**src/rtl/seg_display_arbiter_if.sv**
```systemverilog
// seg_display_arbiter_if: bus between requesters and the display arbiter.
//   req     : per-requester update request (level)
//   hex_in  : requester i value at [16*i +: 16]
//   gnt     : one-hot, one-cycle grant acknowledge
//   owner   : index of the last granted requester
//   busy    : high from grant until the hold period ends
//   hex     : value presented to the display controller
//   load    : one-cycle load strobe to the display controller
//   mux_clk : digit-scan clock to the display controller
// master = requester side, slave = arbiter side.
interface seg_display_arbiter_if #(parameter int NUM_REQ = 2);
    localparam int OW = $clog2(NUM_REQ);
    logic [NUM_REQ-1:0]    req;
    logic [16*NUM_REQ-1:0] hex_in;
    logic [NUM_REQ-1:0]    gnt;
    logic [OW-1:0]         owner;
    logic                  busy;
    logic [15:0]           hex;
    logic                  load;
    logic                  mux_clk;
    modport master (output req, hex_in, input gnt, owner, busy, hex, load, mux_clk);
    modport slave  (input req, hex_in, output gnt, owner, busy, hex, load, mux_clk);
endinterface

```
**src/rtl/seg_display_arbiter.sv**
```systemverilog
// seg_display_arbiter: shares a 4-digit seven-segment display controller
// between NUM_REQ requesters and generates its digit-scan clock.
//   i_clk   : system clock, all logic on posedge
//   i_rst_n : asynchronous active-low reset
//   bus     : seg_display_arbiter_if.slave (req/hex_in in; gnt/owner/busy/hex/load/mux_clk out)
// Build option: define SEG_ARB_FIXED_PRIO_EN for strict fixed priority
// (lowest asserted index wins); otherwise round-robin arbitration.
module seg_display_arbiter #(
    parameter int NUM_REQ  = 2,
    parameter int MUX_DIV  = 4,
    parameter int MIN_HOLD = 8
) (
    input logic i_clk,
    input logic i_rst_n,
    seg_display_arbiter_if.slave bus
);
    localparam int OW = $clog2(NUM_REQ);
    localparam int DW = MUX_DIV > 1 ? $clog2(MUX_DIV) : 1;
    localparam int HW = MIN_HOLD > 0 ? $clog2(MIN_HOLD + 1) : 1;

    typedef enum logic [1:0] {IDLE, SETUP, STROBE, HOLD} state_t;

    state_t             r_state;
    logic [NUM_REQ-1:0] r_gnt;
    logic [OW-1:0]      r_owner;
    logic [OW-1:0]      w_win;
    logic               r_busy;
    logic               r_load;
    logic               r_mux;
    logic [15:0]        r_hex;
    logic [DW-1:0]      r_div;
    logic [HW-1:0]      r_hold;

    // Free-running scan clock divider, independent of arbitration.
    always_ff @(posedge i_clk or negedge i_rst_n) begin
        if (!i_rst_n) begin
            r_div <= '0;
            r_mux <= 1'b0;
        end else if (r_div == DW'(MUX_DIV - 1)) begin
            r_div <= '0;
            r_mux <= ~r_mux;
        end else begin
            r_div <= r_div + 1'b1;
        end
    end

`ifdef SEG_ARB_FIXED_PRIO_EN
    // Descending scan so the lowest asserted index is the last (winning) assignment.
    always_comb begin
        w_win = '0;
        for (int k = NUM_REQ - 1; k >= 0; k--)
            if (bus.req[OW'(k)]) w_win = OW'(k);
    end
`else
    logic [OW-1:0] r_ptr;
    // Descending scan from the pointer so the nearest asserted index at or after it wins.
    always_comb begin
        w_win = '0;
        for (int k = NUM_REQ - 1; k >= 0; k--)
            if (bus.req[OW'((int'(r_ptr) + k) % NUM_REQ)]) w_win = OW'((int'(r_ptr) + k) % NUM_REQ);
    end
`endif

    always_ff @(posedge i_clk or negedge i_rst_n) begin
        if (!i_rst_n) begin
            r_state <= IDLE;
            r_gnt   <= '0;
            r_owner <= '0;
            r_busy  <= 1'b0;
            r_load  <= 1'b0;
            r_hex   <= '0;
            r_hold  <= '0;
`ifndef SEG_ARB_FIXED_PRIO_EN
            r_ptr   <= '0;
`endif
        end else begin
            case (r_state)
                IDLE: if (|bus.req) begin
                    r_hex   <= bus.hex_in[16*int'(w_win) +: 16];
                    r_owner <= w_win;
                    r_gnt   <= NUM_REQ'(1) << w_win;
                    r_busy  <= 1'b1;
                    r_state <= SETUP;
                end
                // HEX has been stable for one cycle here, so the LOAD edge is safe.
                SETUP: begin
                    r_gnt   <= '0;
                    r_load  <= 1'b1;
                    r_state <= STROBE;
                end
                STROBE: begin
                    r_load <= 1'b0;
`ifndef SEG_ARB_FIXED_PRIO_EN
                    r_ptr  <= OW'((int'(r_owner) + 1) % NUM_REQ);
`endif
                    if (MIN_HOLD == 0) begin
                        r_busy  <= 1'b0;
                        r_state <= IDLE;
                    end else begin
                        r_hold  <= HW'(1);
                        r_state <= HOLD;
                    end
                end
                HOLD: if (r_hold == HW'(MIN_HOLD)) begin
                    r_busy  <= 1'b0;
                    r_hold  <= '0;
                    r_state <= IDLE;
                end else begin
                    r_hold <= r_hold + 1'b1;
                end
                default: r_state <= IDLE;
            endcase
        end
    end

    assign bus.gnt     = r_gnt;
    assign bus.owner   = r_owner;
    assign bus.busy    = r_busy;
    assign bus.hex     = r_hex;
    assign bus.load    = r_load;
    assign bus.mux_clk = r_mux;
endmodule

```
**src/flat_wrapper.sv**
```systemverilog
// flat-port wrapper written by rule: the top's interface ports become plain ports
module seg_display_arbiter_flat 
#(
    parameter int NUM_REQ  = 2,
    parameter int MUX_DIV  = 4,
    parameter int MIN_HOLD = 8
)
  (i_clk, i_rst_n, bus_req, bus_hex_in, bus_gnt, bus_owner, bus_busy, bus_hex, bus_load, bus_mux_clk);
  seg_display_arbiter_if #(.NUM_REQ(NUM_REQ)) bus_i ();
  input logic i_clk;
  input logic i_rst_n;
  input wire logic [$bits(bus_i.req)-1:0] bus_req;
  input wire logic [$bits(bus_i.hex_in)-1:0] bus_hex_in;
  output wire logic [$bits(bus_i.gnt)-1:0] bus_gnt;
  output wire logic [$bits(bus_i.owner)-1:0] bus_owner;
  output wire logic [$bits(bus_i.busy)-1:0] bus_busy;
  output wire logic [$bits(bus_i.hex)-1:0] bus_hex;
  output wire logic [$bits(bus_i.load)-1:0] bus_load;
  output wire logic [$bits(bus_i.mux_clk)-1:0] bus_mux_clk;
  assign bus_i.req = bus_req;
  assign bus_i.hex_in = bus_hex_in;
  assign bus_gnt = bus_i.gnt;
  assign bus_owner = bus_i.owner;
  assign bus_busy = bus_i.busy;
  assign bus_hex = bus_i.hex;
  assign bus_load = bus_i.load;
  assign bus_mux_clk = bus_i.mux_clk;
  seg_display_arbiter #(.NUM_REQ(NUM_REQ), .MUX_DIV(MUX_DIV), .MIN_HOLD(MIN_HOLD)) u_core (.i_clk(i_clk), .i_rst_n(i_rst_n), .bus(bus_i));
endmodule
```
**config.mk**
```make
export PLATFORM = sky130hd
export DESIGN_NAME = seg_display_arbiter_flat
export DESIGN_NICKNAME = d
export VERILOG_FILES = /design/src/rtl/seg_display_arbiter_if.sv /design/src/rtl/seg_display_arbiter.sv /design/src/flat_wrapper.sv
export SDC_FILE = /design/constraint.sdc
export NUM_CORES = 1
export LEC_CHECK = 0
export BUFFER_PORTS_ARGS = -buffer_cell sky130_fd_sc_hd__clkbuf_2
export CAP_MARGIN = 10
export CORE_AREA = 2 2 63 65
export CTS_CLUSTER_SIZE = 20
export DETAILED_ROUTE_END_ITERATION = 6
export DIE_AREA = 0 0 65 67
export PLACE_DENSITY = 0.73
export SLEW_MARGIN = 30
export SYNTH_ARGS = -nofsm -noshare
export SYNTH_HDL_FRONTEND = slang
export SYNTH_SLANG_ARGS = --single-unit
```
**constraint.sdc**
```tcl
create_clock -name i_clk -period 1.4 [get_ports i_clk]
set_input_delay 0.28 -clock i_clk [delete_from_list [all_inputs] [get_ports i_clk]]
set_output_delay 0.28 -clock i_clk [all_outputs]
set_load 0.005 [all_outputs]
```
==> results of run 1 <==
[flip-flops by register name, summed over array words and instances (netlist names)]
name / cells
u_core.bus.busy: 1
u_core.r_state: 2
u_core.bus.load: 1
u_core.bus.owner: 1
u_core.r_ptr: 1
u_core.r_div: 2
u_core.r_hold: 4
u_core.bus.hex: 16
u_core.bus.gnt: 2
u_core.bus.mux_clk: 1
[cell usage after synthesis]
cell / n
nor2_2: 1
mux2i_1: 15
buf_2: 3
mux2_1: 1
nand3b_1: 2
a21oi_1: 3
clkbuf_2: 1
o21a_1: 1
nand2_4: 1
nor4b_1: 1
mux2_2: 1
a311o_1: 1
o2bb2ai_1: 1
nand2_1: 19
ha_1: 8
o21ai_1: 9
nand3_1: 4
nor2b_1: 2
buf_6: 2
inv_1: 6
a31oi_1: 2
o21ai_0: 10
a22o_1: 1
nand2b_1: 2
buf_4: 1
xor2_1: 1
a32o_1: 1
nand4_1: 2
xnor2_1: 1
o311ai_0: 2
nor2_1: 4
a22oi_2: 1
and3_1: 1
o31ai_1: 1
dfrtp_1: 31
[path summary, 6_finish.rpt]
path / slack [ns] / endpoint / cells past startpoint
hold / removal: 0.26 / u_core.bus.hex[13]$_DFFE_PN0P_ / 3
setup / recovery: 0.008 / u_core.r_state[1]$_DFFE_PN0P_ / 4
setup reg to reg: 0.008 / u_core.r_state[1]$_DFFE_PN0P_ / 4
min in group asynchronous: 0.48 / u_core.r_div[1]$_DFF_PN0_ / 2
max in group asynchronous: 0.50 / u_core.bus.hex[8]$_DFFE_PN0P_ / 3
hold reg to reg: 0.43 / u_core.r_div[0]$_DFF_PN0_ / 1
[stage by stage]
stage          instances  hold slack (ns)  worst slack (ns)  utilization
4_1_cts              260            0.252           0.00917        0.573
2_1_floorplan        143          -0.0156           0.00922            -
6_report             262            0.262           0.00808        0.584
3_3_place_gp         251            0.239            0.0629        0.537
3_5_place_dp         251            0.241            0.0258        0.537
5_1_grt              262            0.260           -0.0373        0.584
[logic make-up (layout without fill, tap and decap cells)]
family                     Yosys count  in the layout
xor gates and xnor gates             2              2
DFF                                 31             31
and+or+nand+nor                     39             39
muxes                               17             17
AOI/OAI and AO/OA                   33             33
adders and majority gates            8              8
buffers and inverters               13             84
[report_power, final]
part	internal [mW]	leakage, nW	total [mW]	switching [mW]
logic	1.01	0.668	1.95	0.940
clock network	0.575	0.0612	0.880	0.305
registers	1.28	0.377	1.54	0.258
[layout make-up]
| cell class | count | share of cell area |
|---|---|---|
| Inverter | 6 | 0.0107 |
| Clock inverter | 2 | 0.0166 |
| Multi-Input combinational cell | 99 | 0.341 |
| Tap cell | 48 | 0.0285 |
| Sequential cell | 31 | 0.369 |
| Timing Repair Buffer | 70 | 0.195 |
| Clock buffer | 6 | 0.0392 |
[worst min-delay path, cell delays in order]
cell      delay [ns]
clkbuf_2        0.07
nand3_1         0.06
nand3_1         0.08
[what timing repair did]
| action | CTS | global route |
|---|---|---|
| hold endpoints to repair | 15 | 0 |
| hold buffers | 1 | 0 |
| setup buffers | 0 | 2 |
| setup endpoints to repair | 0 | 7 |
| resized for setup | 0 | 9 |
[layer usage]
metal	GRT usage	wire length, microns	share of wire
met2	0.258	1560	0.49
met4	0.0718	63	0.020
met1	0.195	1370	0.43
met5	0	0	0
met3	0.0338	168	0.053
==> impl_metrics.csv, run 1 <==
group,metric,value,unit
timing,relSlewSlack,0.717,
final_layout,areaGrowthSynthToFinish,37.1,%
timing,timing.final.crit_share,0.994,
final_layout,antennaDiodeCount,0,
final_layout,post-route-cell-area,2100,sq um
timing,post-route-min-period,1.39,ns
global_route,grt_max_degree,31,
critical_path,path_cells,"inv_1 > ha_2 > a22oi_2 > mux2_4",
placement,port_buffers,57,
synth,netlist_top_cells_area,"dfrtp_1 (51%), mux2i_1 (9.8%), ha_1 (6.5%)",
synth,synth_compound_area_frac,0.134,
route,ant_nets,0,
timing,tightestPinTransition,0.425,ns
synth,synth_cells,143,
power,powerDensity,2070,nW/um^2
synth,syn_nets,187,
critical_path,max_stage_delay,0.41,ns
placement,gp_congestion,0.792,
final_layout,final_common_cell,"clkbuf_2",
route,drt_iter0_drc,97,
final_layout,layout_common_cells,"clkbuf_2 (57), dfrtp_1 (31), nand2_1 (19), mux2i_1 (15), buf_4 (10)",
synth,synth-simple-area-share,0.125,
synth,synth-seq-cells,31,
critical_path,cp_max_fo,4,
die,pin_count,58,
critical_path,worst_setup_path_end_kind,"flip-flop",
critical_path,startpoint_type,"flip-flop",
timing,fin_skew,0.00528,ns
clock_network,cts_sinks,31,
critical_path,arrival,1.55,ns
route,via_count,1275,
placement,hpwlAfterDp,2.46,mm
clock_network,clkLatencyLatePin,0.27,ns
final_layout,drive_above_1_share,0.421,
flow_run,cap_violations,0,
die,floorplan.rows,22,
die,die_y,67,microns
timing,fmax,718,MHz
synth,yosys_warnings,0,
critical_path,critPathBufInv,1,
min_path,holdCritPathClass,"input pin to flip-flop",
timing,hold_violations,0,
synth,synthesis.area,1540,sq um
clock_network,cts_root_buf,"clkbuf_8",
clock_network,cts_tree,"done",
die,start_util,0.426,
die,coreArea,3610,sq um
timing,rsz0062_at_grt,"yes",
clock_network,htreeDepth,2,
synth,avgSynthCellArea,10.7,sq um
route,wl_per_cell,12.1,microns
global_route,antenna_found_initial,0,
power,p_leak,1.11,nW
global_route,overflow,0,
synth,yosys.area.top_type,"dfrtp_1",
synth,synthAdderAreaFrac,0.0652,
final_layout,regArea,776,sq um
clock_network,cts_buffers,5,
min_path,worstHoldStart,"bus_hex_in[13]",
route,routed_wl,3.16,mm
critical_path,cpLargestDelayFamily,"flip-flops",
critical_path,crit_path_start,"u_core.r_state[1]$_DFFE_PN0P_",
clock_network,clock_path_buffers,2,
timing,fin_tns_setup,0,ns
critical_path,timing.rr.start,"u_core.r_state[1]$_DFFE_PN0P_",
synth,synthXorXnorAreaFrac,0.0114,
run_status,status,"completed",
global_route,grt_usage,0.156,
global_route,grt_pass1_vias,1181,
placement,place_area,1940,sq um
route,viasPerCell,4.87,
timing,slew_violations,0,
synth,ys_types,35,
synth,ys_seq_area_frac,0.505,
synth,synth.area.mux_share,0.112,
final_layout,multi_input_area,718,sq um
timing,setup-violations-final,0,
final_layout,fill_cells,339,
critical_path,cp_slowest_cell,"dfrtp_1",
final_layout,nets,257,
route,drc,0,
global_route,grt_pass1_wl,5.13,mm
power,ir_worst_vdd,909,uV
power,power,4.36,mW
synth,synth_top_family_by_area,"compound AO/OA/AOI/OAI gates",
route,firstDrtPassIters,4,
clock_network,path_clk_slew,0.06,ns
synth,synth_top_area_share,0.505,
die,fp.dieW,65,microns
die,die_area,4360,sq um
critical_path,required,1.55,ns
critical_path,path_class,"flip-flop to flip-flop",
Note: power is estimated with default switching activity, not from simulation.
==> run 2, diff against run 1 <==
--- a/config.mk
+++ b/config.mk
@@ -5,13 +5,14 @@
 export SDC_FILE = /design/constraint.sdc
 export NUM_CORES = 1
 export LEC_CHECK = 0
+export ABC_AREA = 1
 export BUFFER_PORTS_ARGS = -buffer_cell sky130_fd_sc_hd__clkbuf_2
 export CAP_MARGIN = 10
-export CORE_AREA = 2 2 63 65
+export CORE_AREA = 2 2 62 64
 export CTS_CLUSTER_SIZE = 20
 export DETAILED_ROUTE_END_ITERATION = 6
-export DIE_AREA = 0 0 65 67
-export PLACE_DENSITY = 0.73
+export DIE_AREA = 0 0 64 66
+export PLACE_DENSITY = 0.72
 export SLEW_MARGIN = 30
 export SYNTH_ARGS = -nofsm -noshare
 export SYNTH_HDL_FRONTEND = slang
==> run 2 against run 1 <==
Clock skew is 0.0045 ns higher; die area is 3.0% lower; count of clock-buffer cells in the layout did not move; synthesized cell count increased by 17%; non-clock buffer count grew 1; maximum frequency is 8.2% higher; worst hold slack worse by 0.088 ns; register-to-register slack better by 0.10 ns; critical path type unchanged; critical endpoint is now u_core.r_state[0]$_DFFE_PN0P_; largest power group unchanged; highest routed layer unchanged.
==> impl_metrics.csv, run 2 <==
group,metric,value,unit
final_layout,antennaDiodeCount,0,
synth,synth_top_flop_cell,"dfrtp_1",
route,via_count,1328,
final_layout,layout_common_cells,"clkbuf_2 (57), nand2_1 (35), dfrtp_1 (31), o21ai_0 (24), nor2_1 (21)",
power,power,3.87,mW
synth,synth-edff-count,0,
critical_path,cp_max_fo,5,
timing,hold_violations,0,
timing,rsz0062_at_grt,"no",
power,power_frac_seq,0.390,
min_path,worstHoldStart,"bus_hex_in[29]",
route,wl_per_cell,10.9,microns
critical_path,worst_setup_path_end_kind,"flip-flop",
die,die_y,66,microns
power,powerDensity,1970,nW/um^2
route,drt_iter0_drc,80,
placement,gp_congestion,0.739,
power,switching_share,0.383,
critical_path,arrival,1.50,ns
synth,yosys_warnings,0,
clock_network,cts_sinks,31,
final_layout,final_cells,289,
final_layout,areaGrowthSynthToFinish,34.6,%
global_route,antenna_found_initial,0,
power,internal_power,2.39,mW
min_path,holdCritPathClass,"input pin to flip-flop",
clock_network,path_clk_slew,0.09,ns
synth,yosys.area.top_type,"dfrtp_1",
clock_network,cts_tree,"done",
synth,synth_top_area_share,0.531,
synth,netlist_top_cells_area,"dfrtp_1 (53%), nand2_1 (9.3%), o21ai_0 (9.3%)",
synth,avgSynthCellArea,8.69,sq um
route,drc,0,
timing,setup-violations-final,0,
synth,async_flop_share,1.00,
clock_network,cts_root_buf,"clkbuf_4",
power,clkPwrFrac,0.134,
synth,synth_commonest_cells,"nand2_1 (36), dfrtp_1 (31), o21ai_0 (27)",
placement,dp.cells,277,
die,start_util,0.411,
route,ant_nets,0,
run_status,status,"completed",
die,floorplan.rows,22,
synth,synthesis.area,1460,sq um
clock_network,cts_buffers,5,
timing,holdWs,0.174,ns
final_layout,nets,285,
global_route,grt_max_degree,32,
flow_run,cap_violations,0,
global_route,grt_pass1_wl,5.53,mm
global_route,overflow,0,
power,ir_worst_vdd,865,uV
critical_path,cp_slowest_cell,"dfrtp_1",
clock_network,clkLatencyLatePin,0.32,ns
synth,ys_seq_area_frac,0.531,
critical_path,crit_path_start,"u_core.r_state[0]$_DFFE_PN0P_",
critical_path,startpoint_type,"flip-flop",
die,fp.dieW,64,microns
timing,timing.final.crit_share,0.919,
clock_network,clock_path_buffers,2,
die,coreArea,3550,sq um
placement,dp_slack,-0.142,ns
clock_network,htreeDepth,2,
synth,ys_types,19,
critical_path,required,1.61,ns
synth,yosysMostFrequentCell,"nand2_1",
route,routed_wl,3.16,mm
critical_path,path_class,"flip-flop to flip-flop",
synth,synth-seq-cells,31,
power,p_leak,1.05,nW
critical_path,timing.rr.start,"u_core.r_state[0]$_DFFE_PN0P_",
final_layout,drive_above_1_share,0.353,
final_layout,largest_reg_flops,16,
placement,port_buffers,57,
power,comb_power_share,0.476,
critical_path,max_stage_delay,0.40,ns
route,viasPerCell,4.60,
placement,hpwlAfterDp,2.44,mm
timing,post-route-min-period,1.29,ns
timing,worst_slack,0.113,ns
timing,fmax,777,MHz
route,firstDrtPassIters,4,
global_route,grt_pass1_vias,1290,
synth,syn_nets,212,
timing,slew_violations,0,
timing,tightestPinTransition,0.386,ns
die,die_area,4220,sq um
timing,fin_skew,0.00977,ns
die,pin_count,58,
timing,relSlewSlack,0.743,
critical_path,worst_path_most_repeated_cell,"nand2_1",
critical_path,path_cells,"buf_4 > ha_1 > nand2_2 > nand2_1 > nand2_1 > o21ai_0",
synth,synth_cells,168,
power,p_switching,1.48,mW
final_layout,final_common_cell,"clkbuf_2",
global_route,grt_usage,0.170,
==> run 2: final timing paths <==
check	to	slack, ns	cells after the start
max	u_core.r_state[0]$_DFFE_PN0P_	0.11	6
min	u_core.bus.hex[13]$_DFFE_PN0P_	0.17	3
max reg2reg	u_core.r_state[0]$_DFFE_PN0P_	0.11	6
min reg2reg	u_core.r_div[0]$_DFF_PN0_	0.43	1
max in group asynchronous	u_core.r_ptr$_DFFE_PN0P_	0.62	3
min in group asynchronous	u_core.bus.hex[0]$_DFFE_PN0P_	0.49	3
==> run 2: cell type report <==
type | count | area, sq um
fill | 324 | 1590
timing repair buffer | 71 | 405
inverter | 15 | 56.3
clock buffer | 6 | 51.3
tap | 48 | 60.1
multi-input combinational | 117 | 612
clock inverter | 1 | 5.00
sequential | 31 | 776
==> run 2: power by group through the flow <==
stage	logic, mW	clock network (mW)	registers [mW]
2_1_floorplan	0.993	0	1.53
3_3_place_gp	1.65	0	1.51
3_5_place_dp	1.69	0	1.52
4_1_cts	1.78	0.544	1.50
5_1_grt	2.11	0.587	1.56
6_report	1.84	0.520	1.51
==> run 2: what timing repair did <==
action | in CTS | in global routing
hold buffers | 1 | 0
buffers inserted | 2 | 2
setup endpoints to repair | 17 | 18
cloned | 0 | 0
pin swaps | 1 | 1
resized for setup | 1 | 8
endpoints found under the hold margin | 31 | 0
==> run 2: critical path, delay by kind of cell (launching register included) <==
kind	cells	cell delay, ns
flip-flops	1	0.40
buffers and inverters	1	0.15
AND/OR/NAND/NOR	3	0.30
AO/OA/AOI/OAI	1	0.08
adder cells (fa/ha/maj)	1	0.26
==> run 2: layer usage <==
layer	up-vias	global-route usage	wire length [microns]
li1	692	-	-
met1	585	0.207	1390
met2	46	0.276	1500
met3	5	0.0511	221
met4	0	0.0788	50
met5	-	0	0
==> run 2: cells by family after synthesis <==
logic type	after synthesis	share of synthesized area
AND/OR/NAND/NOR	67	0.184
AO/OA/AOI/OAI	40	0.142
flip-flops	31	0.531
buffers and inverters	20	0.0617
adder cells (fa/ha/maj)	8	0.0686
XOR/XNOR	2	0.0120
==> run 2: metrics by stage <==
stage | TNS, ns | utilization | cell area [sq um]
4_1_cts | 0 | 0.545 | 1940
6_report | 0 | 0.554 | 1970
3_3_place_gp | -0.134 | 0.518 | 1840
3_5_place_dp | -1.34 | 0.518 | 1840
2_1_floorplan | 0 | - | 1460
5_1_grt | 0 | 0.554 | 1970
